[src/rtl/ps2_msx_keymatrix.sv]
`default_nettype none
// ============================================================================
//  Module      : ps2_msx_keymatrix
//  Description : PS/2 set-2 key events (toggle-strobed) into the MSX1 11x8
//                active-low keyboard matrix read by the PPI.
//  Revision    : 1.0  initial release
// ============================================================================
module ps2_msx_keymatrix #(
    parameter int ROWS = 11
) (
    input  logic        clk,
    input  logic        reset,
    input  logic [10:0] ps2_key,
    input  logic [3:0]  row,
    output logic [7:0]  cols,
    output logic        key_event
);

    // Lookup result packing: {hit, mrow[3:0], mcol[2:0]}
    function automatic logic [7:0] key_lookup(input logic [8:0] key);
        logic [7:0] res;
        res = 8'h00;
        case (key)
            // row 0 : 0..7
            9'h045: res = {1'b1, 4'd0, 3'd0};
            9'h016: res = {1'b1, 4'd0, 3'd1};
            9'h01E: res = {1'b1, 4'd0, 3'd2};
            9'h026: res = {1'b1, 4'd0, 3'd3};
            9'h025: res = {1'b1, 4'd0, 3'd4};
            9'h02E: res = {1'b1, 4'd0, 3'd5};
            9'h036: res = {1'b1, 4'd0, 3'd6};
            9'h03D: res = {1'b1, 4'd0, 3'd7};
            // row 1 : 8 9 - = \ [ ] ;
            9'h03E: res = {1'b1, 4'd1, 3'd0};
            9'h046: res = {1'b1, 4'd1, 3'd1};
            9'h04E: res = {1'b1, 4'd1, 3'd2};
            9'h055: res = {1'b1, 4'd1, 3'd3};
            9'h05D: res = {1'b1, 4'd1, 3'd4};
            9'h054: res = {1'b1, 4'd1, 3'd5};
            9'h05B: res = {1'b1, 4'd1, 3'd6};
            9'h04C: res = {1'b1, 4'd1, 3'd7};
            // row 2 : ' ` , . / A B
            9'h052: res = {1'b1, 4'd2, 3'd0};
            9'h00E: res = {1'b1, 4'd2, 3'd1};
            9'h041: res = {1'b1, 4'd2, 3'd2};
            9'h049: res = {1'b1, 4'd2, 3'd3};
            9'h04A: res = {1'b1, 4'd2, 3'd4};
            9'h01C: res = {1'b1, 4'd2, 3'd6};
            9'h032: res = {1'b1, 4'd2, 3'd7};
            // row 3 : C..J
            9'h021: res = {1'b1, 4'd3, 3'd0};
            9'h023: res = {1'b1, 4'd3, 3'd1};
            9'h024: res = {1'b1, 4'd3, 3'd2};
            9'h02B: res = {1'b1, 4'd3, 3'd3};
            9'h034: res = {1'b1, 4'd3, 3'd4};
            9'h033: res = {1'b1, 4'd3, 3'd5};
            9'h043: res = {1'b1, 4'd3, 3'd6};
            9'h03B: res = {1'b1, 4'd3, 3'd7};
            // row 4 : K..R
            9'h042: res = {1'b1, 4'd4, 3'd0};
            9'h04B: res = {1'b1, 4'd4, 3'd1};
            9'h03A: res = {1'b1, 4'd4, 3'd2};
            9'h031: res = {1'b1, 4'd4, 3'd3};
            9'h044: res = {1'b1, 4'd4, 3'd4};
            9'h04D: res = {1'b1, 4'd4, 3'd5};
            9'h015: res = {1'b1, 4'd4, 3'd6};
            9'h02D: res = {1'b1, 4'd4, 3'd7};
            // row 5 : S..Z
            9'h01B: res = {1'b1, 4'd5, 3'd0};
            9'h02C: res = {1'b1, 4'd5, 3'd1};
            9'h03C: res = {1'b1, 4'd5, 3'd2};
            9'h02A: res = {1'b1, 4'd5, 3'd3};
            9'h01D: res = {1'b1, 4'd5, 3'd4};
            9'h022: res = {1'b1, 4'd5, 3'd5};
            9'h035: res = {1'b1, 4'd5, 3'd6};
            9'h01A: res = {1'b1, 4'd5, 3'd7};
            // row 6 : SHIFT CTRL GRAPH CAPS CODE F1 F2 F3
            9'h012, 9'h059:  res = {1'b1, 4'd6, 3'd0};
            9'h014, 9'h114:  res = {1'b1, 4'd6, 3'd1};
            9'h011:          res = {1'b1, 4'd6, 3'd2};
            9'h058:          res = {1'b1, 4'd6, 3'd3};
            9'h111:          res = {1'b1, 4'd6, 3'd4};
            9'h005:          res = {1'b1, 4'd6, 3'd5};
            9'h006:          res = {1'b1, 4'd6, 3'd6};
            9'h004:          res = {1'b1, 4'd6, 3'd7};
            // row 7 : F4 F5 ESC TAB STOP BS SELECT RET
            9'h00C: res = {1'b1, 4'd7, 3'd0};
            9'h003: res = {1'b1, 4'd7, 3'd1};
            9'h076: res = {1'b1, 4'd7, 3'd2};
            9'h00D: res = {1'b1, 4'd7, 3'd3};
            9'h00B: res = {1'b1, 4'd7, 3'd4};
            9'h066: res = {1'b1, 4'd7, 3'd5};
            9'h083: res = {1'b1, 4'd7, 3'd6};
            9'h05A: res = {1'b1, 4'd7, 3'd7};
            // row 8 : SPACE HOME INS DEL LEFT UP DOWN RIGHT (cursor keys E0 only)
            9'h029: res = {1'b1, 4'd8, 3'd0};
            9'h16C: res = {1'b1, 4'd8, 3'd1};
            9'h170: res = {1'b1, 4'd8, 3'd2};
            9'h171: res = {1'b1, 4'd8, 3'd3};
            9'h16B: res = {1'b1, 4'd8, 3'd4};
            9'h175: res = {1'b1, 4'd8, 3'd5};
            9'h172: res = {1'b1, 4'd8, 3'd6};
            9'h174: res = {1'b1, 4'd8, 3'd7};
            default: res = 8'h00;
        endcase
        if (32'(res[6:3]) >= ROWS) begin
            res[7] = 1'b0;
        end
        return res;
    endfunction

    logic       r_tog_q;
    logic       r_v1;
    logic [9:0] r_key1;
    logic       r_v2;
    logic       r_pressed2;
    logic       r_hit2;
    logic [3:0] r_mrow2;
    logic [2:0] r_mcol2;
    logic [7:0] r_matrix [16];
    logic [7:0] r_cols;

    logic       w_event;
    logic [7:0] w_lookup;
    logic       w_row_ok;
    logic       w_write;

    assign w_event  = ps2_key[10] ^ r_tog_q;
    assign w_lookup = key_lookup(r_key1[8:0]);
    assign w_row_ok = (32'(row) < ROWS);
    assign w_write  = r_v2 & r_hit2;

    // Event capture and table lookup pipeline
    always_ff @(posedge clk) begin
        if (reset) begin
            r_tog_q    <= ps2_key[10];
            r_v1       <= 1'b0;
            r_key1     <= '0;
            r_v2       <= 1'b0;
            r_pressed2 <= 1'b0;
            r_hit2     <= 1'b0;
            r_mrow2    <= '0;
            r_mcol2    <= '0;
        end else begin
            r_tog_q <= ps2_key[10];
            r_v1    <= w_event;
            if (w_event) begin
                r_key1 <= ps2_key[9:0];
            end
            r_v2 <= r_v1;
            if (r_v1) begin
                r_pressed2 <= r_key1[9];
                r_hit2     <= w_lookup[7];
                r_mrow2    <= w_lookup[6:3];
                r_mcol2    <= w_lookup[2:0];
            end
        end
    end

    // Matrix is active-high internally; cols reads the pre-write row value
    always_ff @(posedge clk) begin
        if (reset) begin
            for (int i = 0; i < 16; i++) begin
                r_matrix[i] <= 8'h00;
            end
            r_cols <= 8'hFF;
        end else begin
            if (w_write) begin
                r_matrix[r_mrow2][r_mcol2] <= r_pressed2;
            end
            r_cols <= w_row_ok ? ~r_matrix[row] : 8'hFF;
        end
    end

    assign cols      = r_cols;
    assign key_event = w_write;

endmodule
`default_nettype wire
[config.mk]
export PLATFORM = sky130hd
export DESIGN_NAME = ps2_msx_keymatrix
export DESIGN_NICKNAME = d
export VERILOG_FILES = /design/src/rtl/ps2_msx_keymatrix.sv
export SDC_FILE = /design/constraint.sdc
export NUM_CORES = 1
export LEC_CHECK = 0
export ABC_AREA = 1
export ABC_CLOCK_PERIOD_IN_PS = 1900
export CAP_MARGIN = 20
export CORE_MARGIN = 4
export CORE_UTILIZATION = 53
export CTS_CLUSTER_DIAMETER = 100
export DETAILED_ROUTE_END_ITERATION = 10
export PLACE_DENSITY = 0.71
export REMOVE_ABC_BUFFERS = 1
export SYNTH_ARGS = -nofsm -noshare
export SYNTH_HDL_FRONTEND = slang
export SYNTH_SLANG_ARGS = --single-unit
[constraint.sdc]
create_clock -name clk -period 1.9 [get_ports clk]
set_clock_uncertainty 0.2 [all_clocks]
set_input_delay 0.19 -clock clk [delete_from_list [all_inputs] [get_ports clk]]
set_output_delay 0.19 -clock clk [all_outputs]
set_load 0.01 [all_outputs]
# Word level (Yosys, flattened, before mapping)
# Memory sizes are Yosys's and may differ from the RTL's.
# Cells that the tools add are included.
dict set report op_classes {
  magnitude_cmp 4
  eq_ne 73
  muxes 12
  bitwise 4
  reduce_logical 5
}
# cell count
set ops {}
lappend ops {{case mux 8 bit (71 select lines)} 1}
lappend ops {{== test 9 x 6 -> 1 bit, second input constant} 23}
lappend ops {{== test 9 x 7 -> 1 bit, second input constant} 22}
lappend ops {{== test 9 x 5 -> 1 bit, second input constant} 10}
lappend ops {{== test 9 bit, second input constant} 9}
lappend ops {{== test 9 x 4 -> 1 bit, second input constant} 4}
lappend ops {{== test 9 x 3 -> 1 bit, second input constant} 3}
lappend ops {{2-to-1 mux 8 bit} 3}
lappend ops {{== test 9 x 2 -> 1 bit, second input constant} 1}
lappend ops {{== test 9 x 8 -> 1 bit, second input constant} 1}
lappend ops {{inverter 8 bit} 1}
lappend ops {{OR reduction 8 bit} 1}
lappend ops {{2-to-1 mux 1 bit} 6}
lappend ops {{OR reduction 2 bit} 3}
lappend ops {{>= comparator 4 bit, second input constant} 1}
lappend ops {{< comparator 3 x 4 -> 1 bit, second input constant} 1}
lappend ops {{< comparator 4 bit, second input constant} 1}
lappend ops {{2-to-1 mux 4 bit} 1}
lappend ops {{demux 1 bit (select 3 bit)} 1}
lappend ops {{>= comparator 3 x 1 -> 1 bit, second input constant} 1}
lappend ops {{bitwise AND 1 bit} 1}
lappend ops {{logical AND 1 bit} 1}
lappend ops {{inverter 1 bit} 1}
lappend ops {{XOR 1 bit} 1}
dict set report word_totals {
  ff_bits 30
  ram_bits 128
  input_bits 17
  out_inout_bits 9
  word_cells 108
  memories 1
}
# name depth word_bits read_ports rd_ports_with_merged_regs wr line_no
set memory_table {}
lappend memory_table {r_matrix 16 8 1 0 16 120} ;# logic [7:0] r_matrix [16];

# Depth between registers and ports, before layout
# Gate-level depths: netlist of run 1.
dict set report logic_depth {
  word_depth 7
  depth_mapped 12
  ltp_nobuf 12
}

# Worst setup path before layout of run 1
# OpenSTA, ideal clock, no wires.
dict set report synth_path {
  kind {reg-to-reg}
  startpoint {reg r_key1[8]}
  endpoint {reg r_hit2}
  setup_ps 113
  arrival_ps 1334
  required_time_ps 1587
  path_slack_ps 253
  stages_incl_launch_ff 12
  path_buffers 0
  period_less_slack_ps 1647
  cell_sequence {dfxtp_1 > inv_2 > nand2_1 > nor2_1 > nand2_1 > nand2_1 > nor2_1 > nand3_1 > nor2_1 > nand3_1 > nand3_1 > nand2_1}
}
dict set report synth_via {
  elab_chain_len 5
  elab_cells_between_ends 78
  cone_classes {order compare: 1; eq/ne: 73; mux: 2; reduce/logical: 2}
}
# item line_no
set synth_rtl {}
lappend synth_rtl {{from (decl)} 114} ;# logic [9:0] r_key1;
lappend synth_rtl {{from (signal assigned)} 148} ;# r_key1 <= ps2_key[9:0];
lappend synth_rtl {{== test 9 x 5 -> 1 bit, or another cell as far along} 23} ;# case (key)
lappend synth_rtl {{OR reduction 2 bit} 23}
lappend synth_rtl {{case mux 8 bit (71 select lines) (*)} 23}
lappend synth_rtl {{>= comparator 4 bit} 106} ;# if (32'(res[6:3]) >= ROWS) begin
lappend synth_rtl {{2-to-1 mux 1 bit (*)} 106}
lappend synth_rtl {{to (signal assigned)} 153} ;# r_hit2 <= w_lookup[7];
lappend synth_rtl {{to (decl)} 117} ;# logic r_hit2;
# Every way passes the cells marked *; elsewhere a longest branch is shown, timed or not.
# A chain may end at the register's enable or synchronous reset.

# Worst setup path after layout of run 1
dict set report layout_path {
  startpoint {reg r_key1[5]}
  endpoint {reg r_hit2}
}
# The elaborated chain is that of the path after synthesis.

==> flow_metrics.tcl, run 1 <==
set metrics [dict create \
    outcome "finished, final reports clean" \
    hold_ws_ns 0.06417 \
    fmax_mhz 540.0 \
    power_frac_seq_pct 38.5 \
    hold_viol 0 \
    first_iter_violations 658 \
    start_util_pct 55.09 \
    grt_pass1_wl_um 30640 \
    rows 40 \
    stdcell_count 1188 \
    htreeDepth 4 \
    io_pins 26 \
    crit_arrival_ns 1.96 \
    hold_depth 1 \
    holdCritPathClass "primary input to register" \
    critPathRequiredTime_ns 2.01 \
    path_class "register to register" \
    yosysWarnings 0 \
    area.growth.synth_to_final_pct 26.87 \
    p_switching_mw 1.781 \
    vdd_drop_max_v 0.0005095 \
    utilization_pct 69.90 \
    nNetsFinal 1024 \
    intPower_mw 5.841 \
    antenna_cells 0 \
    final_common_cell "nand2_1" \
    end_kind "register" \
    place_inst 1153 \
    pwr-share-comb_pct 11.7 \
    clock_latency_ns 0.41 \
    hpwl_um 12800 \
    reg2reg_depth 11 \
    wirelength_um 18680 \
    slowest_stage "dfxtp_2" \
    start_kind "register" \
    multiInputGateArea_um2 3213 \
    cp_common_cell "nand3_1" \
    root_buffer "clkbuf_16" \
    clockBufferDepth 2 \
    tightest_slew_ns 0.5760 \
    cp_slowest_stage_delay_ns 0.39 \
    grt_max_degree 56 \
    fillers 1052 \
    worstPathCellList "inv_1, nand3_1, nor2_4, nand2_1, nand2_1, nor2_2, nand3_1, nor2_1, nand3_1, nand3_1, nand2_1" \
    rsz0062_at_grt "yes" \
    grt_usage_pct 26.95 \
    yosysSeqAreaShare_pct 48.21 \
    antenna_found_initial 0 \
    crit_buf_inv 1 \
    path_delay_family "simple AND/OR/NAND/NOR gates" \
    clock_power_share_pct 49.7 \
    fp.coreArea_um2 12210 \
    max_slew_margin_pct 61.56 \
    worstHoldStart "ps2_key[10]" \
    synth_seq_cells 118 \
    syn-mean-instance-area_um2 7.074 \
    ff_latch_area_um2 3261 \
    wire_per_inst_um 15.73 \
    maxCapViolations 0 \
    final.min_clock_period_ns 1.852 \
    powerDensity_nw_per_um2 892.9 \
    vias_per_cell 5.487 \
    die-area_um2 14560 \
    netlist_instances 951 \
    fin_crit_sh_pct 97.46 \
    vias 6519 \
    numCtsBuffers 17 \
    cts_tree "yes" \
    synth_area_um2 6728 \
    critPathMaxFanout 6 \
    cts_sinks 118 \
    gr-total-overflow 0 \
    p_leak_nw 3.522 \
    ant_nets 0 \
    p_sw_share_pct 23.37 \
    drt_pass1_iterations 6 \
    portBuffers 25 \
    dieHeight_um 120.7 \
    die-width_um 120.7 \
    first_global_vias 6250 \
    timing.rr.start "r_key1[5]" \
    finalSetupViolations 0 \
    cts.clk_slew.worst_paths_ns 0.06 \
    crit_cells 11 \
    gp_congestion 0.9742 \
    drive_above_1_share_pct 16.67 \
    cp-startpoint "r_key1[5]" \
    synth_cell_type_count 25 \
    maxSlewViolCount 0 \
    layout_common_cells "nand2_1, nor2_1, edfxtp_1, o21ai_0, buf_4" \
    drc 0 \
]
[routing by layer]
layer | vias up | track usage (%) | wire length (um)
met1 | 2999 | 34.68 | 7704
met3 | 43 | 5.379 | 1397
li1 | 3207 | - | -
met4 | 0 | 11.19 | 524
met2 | 270 | 44.43 | 9058
met5 | - | 0 | 0
[area by class of cell]
class | count | share of cell area (%)
Tap cell | 168 | 2.463
Multi-Input combinational cell | 719 | 37.64
Clock inverter | 13 | 2.932
Timing Repair Buffer | 97 | 11.17
Inverter | 54 | 2.404
Clock buffer | 19 | 5.189
Sequential cell | 118 | 38.20
[cells by family (layout without fill, tap and decap cells)]
family / after synthesis / count (layout) / synth area share (%)
flops: 118 / 118 / 48.21
xor+xnor: 1 / 1 / 0.1302
buf+inv: 114 / 183 / 6.677
simple gates: 592 / 592 / 34.63
compound gates: 126 / 126 / 10.36
[worst paths after layout]
path / end / slack (ns)
hold / removal: r_tog_q / 0.06
setup / recovery: r_hit2 / 0.05
hold reg to reg: r_hit2 / 0.25
setup reg to reg: r_hit2 / 0.05
[power by group through the flow]
stage                     logic (mW)  clock network (mW)  registers (mW)
after floorplan                0.438                   0            2.97
after global placement         0.825                   0            2.97
after detailed placement       0.824                   0            2.97
after CTS                      0.842                3.82            2.92
after global routing           0.990                3.95            2.95
final                          0.895                3.79            2.94
[synthesized netlist by cell type]
cell type | n | area (um^2)
a211oi_1 | 9 | 67.56
a21oi_1 | 13 | 65.06
buf_1 | 10 | 37.54
buf_2 | 11 | 55.05
buf_6 | 1 | 11.26
clkbuf_1 | 38 | 142.6
clkinv_1 | 1 | 3.750
dfxtp_1 | 30 | 600.6
edfxtp_1 | 88 | 2643
inv_1 | 48 | 180.2
inv_2 | 5 | 18.77
nand2_1 | 289 | 1085
nand3_1 | 45 | 225.2
nand4_1 | 4 | 25.02
nor2_1 | 234 | 878.3
nor2_2 | 4 | 25.02
nor2_4 | 1 | 11.26
nor3_1 | 13 | 65.06
nor3b_1 | 2 | 15.01
o211ai_1 | 1 | 7.510
o21ai_0 | 82 | 410.4
o21ai_1 | 4 | 20.02
o221ai_1 | 8 | 70.07
o22ai_1 | 9 | 56.30
xor2_1 | 1 | 8.760
[state kept, by name, summed over array words and instances (netlist names), 3 cells and up]
signal / count
r_matrix: 88
r_key1: 10
cols: 8
r_mrow2: 4
r_mcol2: 3
[metrics by stage]
stage	power [mW]	instance area, um^2	TNS, ns	worst slack, ns
after floorplan	3.407	6481	-46.24	-0.4085
after global placement	3.797	7622	-10.22	-0.1529
after detailed placement	3.798	7622	-9.683	-0.1906
after CTS	7.587	8358	0	0.001466
after global routing	7.890	8536	-0.5106	-0.09421
final	7.621	8536	0	0.04824
[timing repair]
action | CTS | global route
buffers inserted | 0 | 3
endpoints found under the setup margin | 7 | 68
pin swaps | 1 | 9
gates resized for setup | 13 | 59
endpoints found under the hold margin | 0 | 0
hold buffers | 0 | 0
Power figures use the tool's default switching activity.
==> inputs of run 2 (changes only) <==
--- a/config.mk
+++ b/config.mk
@@ -8,7 +8,7 @@
 export ABC_AREA = 1
 export ABC_CLOCK_PERIOD_IN_PS = 1900
 export CAP_MARGIN = 20
-export CORE_MARGIN = 4
+export CORE_MARGIN = 5
 export CORE_UTILIZATION = 53
 export CTS_CLUSTER_DIAMETER = 100
 export DETAILED_ROUTE_END_ITERATION = 10
==> run 2 against run 1 <==
Effect of this change:
- utilization rose by 0.57 points
- largest power group unchanged
- sequential cell count is the same
- non-clock buffer count up 21
- critical path type unchanged
- design area is 3.3% higher
- fmax down 1.8%
- critical path depth increased by 2
- via count increased by 2.1%
==> flow_metrics.tcl, run 2 (synthesis gave the netlist of run 1 again) <==
set metrics [dict create \
    reg2reg_to "r_mcol2[1]" \
    gr-usage-met1_pct 33.06 \
    rows 41 \
    worstHoldStart "ps2_key[10]" \
    cp_slowest_stage_delay_ns 0.37 \
    area.growth.synth_to_final_pct 31.11 \
    hold_depth 1 \
    grt_max_degree 44 \
    place_inst 1173 \
    final_common_cell "nand2_1" \
    crit_arrival_ns 2.04 \
    fin_total_pwr_mw 7.280 \
    drc 0 \
    die-area_um2 15050 \
    largest_register "r_matrix" \
    max_slew_margin_pct 79.95 \
    pre_cts_ws_ns -0.2011 \
    fillers 1035 \
    root_buffer "clkbuf_16" \
    largest_reg_flops 88 \
    dieHeight_um 122.7 \
    first_global_vias 6388 \
    grt.busiest_layer "met2" \
    stdcell_area_um2 8821 \
    cts_tree "yes" \
    ant_nets 0 \
    vias 6658 \
    hold_viol 0 \
    outcome "finished, final reports clean" \
    vdd_drop_max_v 0.0004897 \
    grt_pass1_wl_um 32170 \
    cts_sinks 118 \
    antenna_cells 0 \
    fmax_mhz 530.1 \
    finalSetupViolations 0 \
    io_pins 26 \
    hpwl_um 13650 \
    cts.clk_slew.worst_paths_ns 0.05 \
    timing.rr.start "r_key1[4]" \
    portBuffers 25 \
    wirelength_um 20390 \
    maxCapViolations 0 \
    wire_per_inst_um 16.82 \
    worstHoldEndpoint "r_tog_q" \
    tightest_slew_ns 0.3004 \
    clock_latency_ns 0.42 \
    stdcell_count 1212 \
    r2r_slack_ns 0.01 \
    htreeDepth 4 \
    holdCritPathClass "primary input to register" \
    gp_congestion 0.9446 \
    grt_util_met2_pct 50.02 \
    fin_setup_tns_ns 0 \
    numCtsBuffers 17 \
    critPathRequiredTime_ns 2.05 \
    die-width_um 122.7 \
    antenna_found_initial 0 \
    layout_common_cells "nand2_1, nor2_1, edfxtp_1, o21ai_0, buf_4" \
    cp_common_cell "nand2_1" \
    clockBufferDepth 2 \
    first_iter_violations 667 \
    start_util_pct 53.75 \
    critPathMaxFanout 7 \
    powerDensity_nw_per_um2 825.3 \
    drive_above_1_share_pct 21.54 \
    rsz0062_at_grt "yes" \
    dpl_cell_area_um2 7722 \
    p_leak_nw 3.679 \
    slowest_stage "dfxtp_4" \
    path_class "register to register" \
    final.min_clock_period_ns 1.886 \
    worstPathCellList "nor2_2, nand2_2, nor2_4, buf_12, buf_4, nand2_1, nand2_1, nor2_2, nand2_1, nor2_1, nand3_1, nand2_1, a21oi_1" \
    reg2reg_depth 13 \
    fp.coreArea_um2 12520 \
    drt_pass1_iterations 6 \
    nNetsFinal 1045 \
    fin_crit_sh_pct 99.29 \
    grt_usage_pct 28.33 \
    grt_util_met3_pct 5.530 \
    setup_slack_ns 0.01353 \
    start_kind "register" \
    maxSlewViolCount 0 \
    end_kind "register" \
    vias_per_cell 5.493 \
    gr-total-overflow 0 \
]
## run 2: cell types whose count changed in the layout (fill, tap and decap cells not counted), sizes merged
cell           delta
dlymetal6s2s      +1
inv               -1
buf              +21
clkbuf            +1
clkdlybuf4s50     -1
bufinv            -3
clkinv            +2
## run 2: power breakdown
group	leakage (nW)	switching, mW	total, mW	internal (mW)
Sequential	1.16	0.0806	2.95	2.87
Clock	0.297	1.13	3.30	2.17
Combinational	2.22	0.616	1.03	0.413
Total	3.68	1.82	7.28	5.46
## run 2: critical path: cells and delay by family (launching register included)
family | cells | cell delay, ns
and+or+nand+nor | 10 | 0.92
DFF | 1 | 0.37
buffers and inverters | 2 | 0.22
AOI/OAI and AO/OA | 1 | 0.11
## run 2: metal layers
metal	share of wire, %	vias up
met3	6.6	66
met4	4.7	0
met1	38	3060
li1	-	3250
met2	51	282
met5	0	-
## run 2: per-stage QoR
stage                     hold slack, ns  utilization [%]
after floorplan                  0.01772                -
after global placement            0.2480            61.70
after detailed placement          0.2508            61.70
after CTS                        0.06136            67.27
after global routing             0.07615            70.47
final                            0.06504            70.47
## run 2: repair_timing
item | in CTS | in global routing
hold buffers | 0 | 0
resized for setup | 38 | 100
pin swaps | 3 | 21
endpoints found under the setup margin | 9 | 40
buffers inserted | 0 | 9
## run 2: layout make-up
class / instances / area (um^2) / share of cell area (%)
Clock buffer: 20 / 436.7 / 4.950
Clock inverter: 11 / 158.9 / 1.801
Inverter: 54 / 217.7 / 2.468
Timing Repair Buffer: 118 / 1121 / 12.71
Multi-Input combinational cell: 719 / 3397 / 38.51
Tap cell: 172 / 215.2 / 2.440
Sequential cell: 118 / 3274 / 37.12
## run 2: worst max-delay path by stage
stage | startpoint | end | slack [ns]
after CTS | r_key1[4] | r_mcol2[2] | -0.002
after floorplan | reset | r_matrix[0][6] | -0.41
after global placement | r_key1[6] | r_mcol2[2] | -0.15
after detailed placement | reset | r_matrix[10][2] | -0.20
after global routing | r_key1[6] | r_mcol2[0] | -0.09
final | r_key1[4] | r_mcol2[1] | 0.01
